### src/rtl/dmem_lsu_if.sv
// CPU-side request/response and byte-wide data-memory signals of the load/store unit.
// The slave modport is the LSU; the master modport is its environment (CPU + memory).
interface dmem_lsu_if #(
   parameter int unsigned ADDR_W = 15
);
   logic              req_valid;
   logic              req_ready;
   logic              req_we;
   logic [1:0]        req_size;
   logic              req_unsigned;
   logic [ADDR_W-1:0] req_addr;
   logic [31:0]       req_wdata;
   logic              resp_valid;
   logic              resp_err;
   logic [31:0]       resp_rdata;
   logic [ADDR_W-1:0] mem_addr;
   logic              mem_re;
   logic              mem_we;
   logic [7:0]        mem_wdata;
   logic [7:0]        mem_rdata;

   modport slave (
      input  req_valid, req_we, req_size, req_unsigned, req_addr, req_wdata, mem_rdata,
      output req_ready, resp_valid, resp_err, resp_rdata, mem_addr, mem_re, mem_we, mem_wdata
   );

   modport master (
      output req_valid, req_we, req_size, req_unsigned, req_addr, req_wdata, mem_rdata,
      input  req_ready, resp_valid, resp_err, resp_rdata, mem_addr, mem_re, mem_we, mem_wdata
   );
endinterface

### src/rtl/dmem_lsu.sv
// Load/store unit: splits byte/half/word requests into little-endian byte accesses
// on an 8-bit memory with 1-cycle read latency, and returns one response per request.
module dmem_lsu #(
   parameter int unsigned ADDR_W      = 15,
   parameter bit          ALIGN_CHECK = 1'b1
) (
   input  logic      clk,
   input  logic      rst,
   dmem_lsu_if.slave bus
);
   typedef enum logic [2:0] {S_IDLE, S_STORE, S_LOAD, S_DRAIN, S_RESP} state_t;

   state_t            r_state, w_nxt_state;
   logic [1:0]        r_cnt, w_nxt_cnt;
   logic [1:0]        r_size, w_nxt_size;
   logic              r_uns, w_nxt_uns;
   logic [31:0]       r_wdata, w_nxt_wdata;
   logic [31:0]       r_rbuf, w_nxt_rbuf;
   logic              r_req_ready, w_nxt_req_ready;
   logic              r_resp_valid, w_nxt_resp_valid;
   logic              r_resp_err, w_nxt_resp_err;
   logic [31:0]       r_resp_rdata, w_nxt_resp_rdata;
   logic [ADDR_W-1:0] r_mem_addr, w_nxt_mem_addr;
   logic              r_mem_re, w_nxt_mem_re;
   logic              r_mem_we, w_nxt_mem_we;
   logic [7:0]        r_mem_wdata, w_nxt_mem_wdata;

   logic              w_req_err;
   logic              w_last;
   logic [1:0]        w_cnt_inc;
   logic [1:0]        w_cnt_dec;

   function automatic logic [1:0] last_idx(input logic [1:0] size);
      case (size)
         2'b00:   return 2'd0;
         2'b01:   return 2'd1;
         default: return 2'd3;
      endcase
   endfunction

   function automatic logic [31:0] extend(input logic [31:0] raw, input logic [1:0] size,
                                          input logic uns);
      case (size)
         2'b00:   return uns ? {24'd0, raw[7:0]}  : {{24{raw[7]}}, raw[7:0]};
         2'b01:   return uns ? {16'd0, raw[15:0]} : {{16{raw[15]}}, raw[15:0]};
         default: return raw;
      endcase
   endfunction

   assign w_req_err = (bus.req_size == 2'b11) ||
                      (ALIGN_CHECK && (((bus.req_size == 2'b01) && bus.req_addr[0]) ||
                                       ((bus.req_size == 2'b10) && (bus.req_addr[1:0] != 2'b00))));
   assign w_last    = (r_cnt == last_idx(r_size));
   assign w_cnt_inc = r_cnt + 2'd1;
   assign w_cnt_dec = r_cnt - 2'd1;

   // State and all outputs are registered; memory outputs never see req_* combinationally.
   always_ff @(posedge clk) begin
      if (rst) begin
         r_state      <= S_IDLE;
         r_cnt        <= '0;
         r_size       <= '0;
         r_uns        <= 1'b0;
         r_wdata      <= '0;
         r_rbuf       <= '0;
         r_req_ready  <= 1'b1;
         r_resp_valid <= 1'b0;
         r_resp_err   <= 1'b0;
         r_resp_rdata <= '0;
         r_mem_addr   <= '0;
         r_mem_re     <= 1'b0;
         r_mem_we     <= 1'b0;
         r_mem_wdata  <= '0;
      end else begin
         r_state      <= w_nxt_state;
         r_cnt        <= w_nxt_cnt;
         r_size       <= w_nxt_size;
         r_uns        <= w_nxt_uns;
         r_wdata      <= w_nxt_wdata;
         r_rbuf       <= w_nxt_rbuf;
         r_req_ready  <= w_nxt_req_ready;
         r_resp_valid <= w_nxt_resp_valid;
         r_resp_err   <= w_nxt_resp_err;
         r_resp_rdata <= w_nxt_resp_rdata;
         r_mem_addr   <= w_nxt_mem_addr;
         r_mem_re     <= w_nxt_mem_re;
         r_mem_we     <= w_nxt_mem_we;
         r_mem_wdata  <= w_nxt_mem_wdata;
      end
   end

   always_comb begin
      w_nxt_state      = r_state;
      w_nxt_cnt        = r_cnt;
      w_nxt_size       = r_size;
      w_nxt_uns        = r_uns;
      w_nxt_wdata      = r_wdata;
      w_nxt_rbuf       = r_rbuf;
      w_nxt_req_ready  = 1'b0;
      w_nxt_resp_valid = 1'b0;
      w_nxt_resp_err   = 1'b0;
      w_nxt_resp_rdata = '0;
      w_nxt_mem_addr   = r_mem_addr;
      w_nxt_mem_re     = 1'b0;
      w_nxt_mem_we     = 1'b0;
      w_nxt_mem_wdata  = r_mem_wdata;

      case (r_state)
         S_IDLE: begin
            w_nxt_req_ready = 1'b1;
            if (bus.req_valid) begin
               w_nxt_req_ready = 1'b0;
               w_nxt_size      = bus.req_size;
               w_nxt_uns       = bus.req_unsigned;
               w_nxt_wdata     = bus.req_wdata;
               w_nxt_cnt       = 2'd0;
               if (w_req_err) begin
                  w_nxt_state      = S_RESP;
                  w_nxt_resp_valid = 1'b1;
                  w_nxt_resp_err   = 1'b1;
               end else if (bus.req_we) begin
                  w_nxt_state     = S_STORE;
                  w_nxt_mem_we    = 1'b1;
                  w_nxt_mem_addr  = bus.req_addr;
                  w_nxt_mem_wdata = bus.req_wdata[7:0];
               end else begin
                  w_nxt_state    = S_LOAD;
                  w_nxt_mem_re   = 1'b1;
                  w_nxt_mem_addr = bus.req_addr;
                  w_nxt_rbuf     = '0;
               end
            end
         end
         S_STORE: begin
            if (w_last) begin
               w_nxt_state      = S_RESP;
               w_nxt_resp_valid = 1'b1;
            end else begin
               w_nxt_cnt       = w_cnt_inc;
               w_nxt_mem_we    = 1'b1;
               w_nxt_mem_addr  = r_mem_addr + ADDR_W'(1);
               w_nxt_mem_wdata = r_wdata[{w_cnt_inc, 3'b000} +: 8];
            end
         end
         S_LOAD: begin
            // Read data lags the address by one cycle, so lane k lands while byte k+1 is addressed.
            if (r_cnt != 2'd0) w_nxt_rbuf[{w_cnt_dec, 3'b000} +: 8] = bus.mem_rdata;
            if (w_last) begin
               w_nxt_state = S_DRAIN;
            end else begin
               w_nxt_cnt      = w_cnt_inc;
               w_nxt_mem_re   = 1'b1;
               w_nxt_mem_addr = r_mem_addr + ADDR_W'(1);
            end
         end
         S_DRAIN: begin
            w_nxt_rbuf[{r_cnt, 3'b000} +: 8] = bus.mem_rdata;
            w_nxt_state      = S_RESP;
            w_nxt_resp_valid = 1'b1;
            w_nxt_resp_rdata = extend(w_nxt_rbuf, r_size, r_uns);
         end
         S_RESP: begin
            w_nxt_state     = S_IDLE;
            w_nxt_req_ready = 1'b1;
         end
         default: begin
            w_nxt_state     = S_IDLE;
            w_nxt_req_ready = 1'b1;
         end
      endcase
   end

   assign bus.req_ready  = r_req_ready;
   assign bus.resp_valid = r_resp_valid;
   assign bus.resp_err   = r_resp_err;
   assign bus.resp_rdata = r_resp_rdata;
   assign bus.mem_addr   = r_mem_addr;
   assign bus.mem_re     = r_mem_re;
   assign bus.mem_we     = r_mem_we;
   assign bus.mem_wdata  = r_mem_wdata;
endmodule

### src/flat_wrapper.sv
// flat-port wrapper written by rule: the top's interface ports become plain ports
module dmem_lsu_flat 
#(
   parameter int unsigned ADDR_W      = 15,
   parameter bit          ALIGN_CHECK = 1'b1
)
  (clk, rst, bus_req_valid, bus_req_we, bus_req_size, bus_req_unsigned, bus_req_addr, bus_req_wdata, bus_mem_rdata, bus_req_ready, bus_resp_valid, bus_resp_err, bus_resp_rdata, bus_mem_addr, bus_mem_re, bus_mem_we, bus_mem_wdata);
  dmem_lsu_if #(.ADDR_W(ADDR_W)) bus_i ();
  input  logic clk;
  input  logic rst;
  input wire logic [$bits(bus_i.req_valid)-1:0] bus_req_valid;
  input wire logic [$bits(bus_i.req_we)-1:0] bus_req_we;
  input wire logic [$bits(bus_i.req_size)-1:0] bus_req_size;
  input wire logic [$bits(bus_i.req_unsigned)-1:0] bus_req_unsigned;
  input wire logic [$bits(bus_i.req_addr)-1:0] bus_req_addr;
  input wire logic [$bits(bus_i.req_wdata)-1:0] bus_req_wdata;
  input wire logic [$bits(bus_i.mem_rdata)-1:0] bus_mem_rdata;
  output wire logic [$bits(bus_i.req_ready)-1:0] bus_req_ready;
  output wire logic [$bits(bus_i.resp_valid)-1:0] bus_resp_valid;
  output wire logic [$bits(bus_i.resp_err)-1:0] bus_resp_err;
  output wire logic [$bits(bus_i.resp_rdata)-1:0] bus_resp_rdata;
  output wire logic [$bits(bus_i.mem_addr)-1:0] bus_mem_addr;
  output wire logic [$bits(bus_i.mem_re)-1:0] bus_mem_re;
  output wire logic [$bits(bus_i.mem_we)-1:0] bus_mem_we;
  output wire logic [$bits(bus_i.mem_wdata)-1:0] bus_mem_wdata;
  assign bus_i.req_valid = bus_req_valid;
  assign bus_i.req_we = bus_req_we;
  assign bus_i.req_size = bus_req_size;
  assign bus_i.req_unsigned = bus_req_unsigned;
  assign bus_i.req_addr = bus_req_addr;
  assign bus_i.req_wdata = bus_req_wdata;
  assign bus_i.mem_rdata = bus_mem_rdata;
  assign bus_req_ready = bus_i.req_ready;
  assign bus_resp_valid = bus_i.resp_valid;
  assign bus_resp_err = bus_i.resp_err;
  assign bus_resp_rdata = bus_i.resp_rdata;
  assign bus_mem_addr = bus_i.mem_addr;
  assign bus_mem_re = bus_i.mem_re;
  assign bus_mem_we = bus_i.mem_we;
  assign bus_mem_wdata = bus_i.mem_wdata;
  dmem_lsu #(.ADDR_W(ADDR_W), .ALIGN_CHECK(ALIGN_CHECK)) u_core (.clk(clk), .rst(rst), .bus(bus_i));
endmodule
### config.mk
export PLATFORM = sky130hd
export DESIGN_NAME = dmem_lsu_flat
export DESIGN_NICKNAME = d
export VERILOG_FILES = /design/src/rtl/dmem_lsu_if.sv /design/src/rtl/dmem_lsu.sv /design/src/flat_wrapper.sv
export SDC_FILE = /design/constraint.sdc
export NUM_CORES = 1
export LEC_CHECK = 0
export BUFFER_PORTS_ARGS = -buffer_cell sky130_fd_sc_hd__buf_4
export CAP_MARGIN = 20
export CELL_PAD_IN_SITES_DETAIL_PLACEMENT = 0
export CELL_PAD_IN_SITES_GLOBAL_PLACEMENT = 2
export CORE_UTILIZATION = 30
export CTS_BUF_LIST = sky130_fd_sc_hd__clkbuf_16
export DETAILED_ROUTE_END_ITERATION = 7
export PLACE_DENSITY_LB_ADDON = 0.1
export SYNTH_ARGS = -nofsm -noshare
export SYNTH_HDL_FRONTEND = slang
export SYNTH_SLANG_ARGS = --single-unit
### constraint.sdc
create_clock -name clk -period 3.6 [get_ports clk]
set_input_delay 0.72 -clock clk [delete_from_list [all_inputs] [get_ports clk]]
set_output_delay 0.72 -clock clk [all_outputs]
set_load 0.01 [all_outputs]
==> run metrics <==
status finished, final reports clean; Avg Synthesized Cell Area 8.38 sq um; All-Layer GR Usage 18.6%; Hold Crit Depth 2; Rows between 50 and 60; fill cell count ~2200; DIE AREA about 21000 sq um; DP Area approximately 7400 sq um; Synth area leader dfxtp_1; via count between 5000 and 6000; Worst Min Path Start u_core.r_wdata[6]$_SDFFE_PP0P_; cell count after synthesis approximately 740; Slew @ Worst Pin 0.938 ns; Post-synth EDFFs 0; core area slightly above 20000 sq um; TNS Setup 0 ns; post-CTS sizing 0; overall power between 3 and 4 mW; Setup CP Type reg -> reg; maximum clock insertion buffer count 2; Worst Hold End u_core.r_wdata[6]$_SDFFE_PP0P_; reg2reg end u_core.bus.resp_rdata[26]$_SDFF_PP0_; RSZ-0062 raised after global routing false; TritonCTS Buffers 17; die height 146 um; Period minus WS final 2.75 ns; Post-synth top flop dfxtp_1; TritonRoute pass-1 iters 5; Nets just over 900; design area between 7000 and 8000 sq um; worst-path fanout max 24; Fin. Hold Viols 0; pre-CTS WS 0.860 ns; I/O pins roughly 120; Post-Syn Area around 6200 sq um; GRT Max-Usage Layer met2; Clock H-tree levels 4; CTS Sinks between 100 and 150; synth unique cells slightly above 60; CP startpoint kind flop; M2 GR Usage around 29%; Clock transition at path regs roughly 0.060 ns; # hold bufs at CTS 0; Mapped Nets between 800 and 900; VDD IR max 0.274 mV; worst-skew pair later-pin latency roughly 0.42 ns; Yosys reg bits about 130; final slew viol count 0; share of cells above drive strength 1 a little over a fifth; endpoint class of the critical path flop; final WL around 20000 um; initial antenna violation count 0; Leakage 2.95 nW; maximum capacitance violations 0; worst r2r src u_core.r_cnt[0]$_SDFFE_PP0P_; met1 GRT Util 25.8%; post-synthesis sequential area ratio 42.4%; critical path's largest stage delay 0.45 ns; slowest cell on the critical path ha_1; period utilization 76.3%; pwr/cell area 486 nW/um^2; port buffer count 121; GRT overflow 0; Area Growth Syn to Fin 27.1%; Post-synth ARST share 0%; count leader, synth dfxtp_1; antenna cells 0; worst hold path class reg -> reg; post-DR vias/cell approximately 5.3; Critical Path RT roughly 4.0 ns; DIE WIDTH between 100 and 150 um; crit path cell chain buf_4 -> inv_1 -> ha_1 -> and3b_1 -> a31oi_1 -> mux2i_1 -> nand2_1 -> a21oi_1; first-pass GRT wire length just over 30000 um; drt initial violations around 380; Initial Util between 30% and 40%; top post-synthesis cells by count dfxtp_1 (132), a21oi_1 (98), nand2_1 (93), nor2_1 (56), clkbuf_1 (37); met3 Usage GRT ~4.1%; Worst Path Arrival 3.09 ns; critical path startpoint u_core.r_cnt[0]$_SDFFE_PP0P_; Highest Clock Rate between 300 and 400 MHz; clock root cell clkbuf_16; Slew Limit Headroom 37.3%; postcts setup bufs 0; Worst Reg2Reg Path Length in Cells 8; CTS tree done; Ys Warns 0; Final Skew between 0.01 and 0.015 ns; Yosys top cell area share 42.4%; Final setup viols 0; routability cong. 0.777; largest net degree at the start of global routing 68; DP Wirelength between 10000 and 15000 um; worst reg-to-reg setup slack roughly 0.85 ns; vias in the first global route roughly 5700; synth top area cells dfxtp_1 (42%), a21oi_1 (7.9%), nand2_1 (5.6%); post-route ant nets 0; Routed WL per cell ~18 um; DRC errors left 0; setup ws final approximately 0.85 ns
-- where the power goes --
| group | internal, mW | switching, mW |
|---|---|---|
| clock network | 1.01 | 0.665 |
| registers | 1.54 | 0.0656 |
| logic | 0.233 | 0.344 |
-- stage by stage --
step | utilization [%] | hold WS (ns) | cells
final | 39.0 | 0.453 | 1124
after global routing | 39.0 | 0.475 | 1124
after CTS | 39.0 | 0.457 | 1124
after detailed placement | 36.2 | 0.448 | 1092
after global placement | 36.2 | 0.440 | 1092
after floorplan | - | 0.433 | 744
-- layout by cell type (no fill, tap or decap), types with 5 or more instances in the layout --
cell	count
o21ai_0	17
buf_4	137
nand2b_1	24
and4_1	5
clkbuf_16	17
a31oi_1	18
a21oi_1	98
mux4_2	8
nor2b_1	35
inv_1	9
o2bb2ai_1	7
o22ai_1	24
nand2_1	93
nor3_1	21
nor2_1	56
ha_1	7
a22o_1	6
a211oi_1	8
o32ai_1	5
a22oi_1	25
nand3_1	12
dfxtp_1	132
a32oi_1	8
mux2i_1	9
-- metal layers --
| layer | up-vias | share of wire (%) |
|---|---|---|
| met5 | - | 0 |
| met4 | 0 | 1.2 |
| met3 | 16 | 5.8 |
| met2 | 177 | 46 |
| met1 | 2868 | 47 |
| li1 | 2889 | - |
-- layout make-up --
| class | count | area [sq um] | area share (%) |
|---|---|---|---|
| multi-input cells | 545 | 3320 | 41.9 |
| flip-flops and latches | 132 | 2640 | 33.3 |
| repair buffers | 137 | 1030 | 13.0 |
| clock buffers | 17 | 425 | 5.37 |
| well taps | 270 | 338 | 4.26 |
| clock inverters | 15 | 141 | 1.78 |
| inverters | 8 | 30.0 | 0.379 |
-- worst max-delay path, delay by kind of cell (launching register included) --
family | cells | cell delay, ns
and+or+nand+nor | 2 | 0.78
AOI/OAI and AO/OA | 2 | 0.47
adders and majority gates | 1 | 0.45
buffers and inverters | 2 | 0.44
DFF | 1 | 0.30
muxes | 1 | 0.24
-- cell families after synthesis --
group | synth area share, %
buffers and inverters | 4.56
muxes | 4.34
xor gates and xnor gates | 0.281
DFF | 42.4
AOI/OAI and AO/OA | 24.4
adders and majority gates | 1.40
and+or+nand+nor | 22.6
-- sequential cells by signal, summed over array words and instances, names as in the netlist --
register               count
u_core.bus.mem_wdata       8
u_core.bus.mem_re          1
u_core.r_uns               1
u_core.r_wdata            32
u_core.r_cnt               2
u_core.bus.resp_valid      1
u_core.bus.req_ready       1
u_core.bus.mem_we          1
u_core.r_size              2
u_core.r_state             3
u_core.bus.mem_addr       15
u_core.r_rbuf             32
u_core.bus.resp_rdata     32
u_core.bus.resp_err        1
-- worst max path at each step --
stage                                            to  slack (ns)  cells past startpoint
2_1_floorplan  u_core.bus.resp_rdata[20]$_SDFF_PP0_        1.04                     12
5_1_grt        u_core.bus.resp_rdata[31]$_SDFF_PP0_        0.56                      8
6_report       u_core.bus.resp_rdata[26]$_SDFF_PP0_        0.85                      8
3_5_place_dp   u_core.bus.resp_rdata[26]$_SDFF_PP0_        0.86                      8
3_3_place_gp   u_core.bus.resp_rdata[28]$_SDFF_PP0_        1.02                      8
4_1_cts        u_core.bus.resp_rdata[26]$_SDFF_PP0_        0.84                      8
Note: power is estimated with default switching activity, not from simulation.
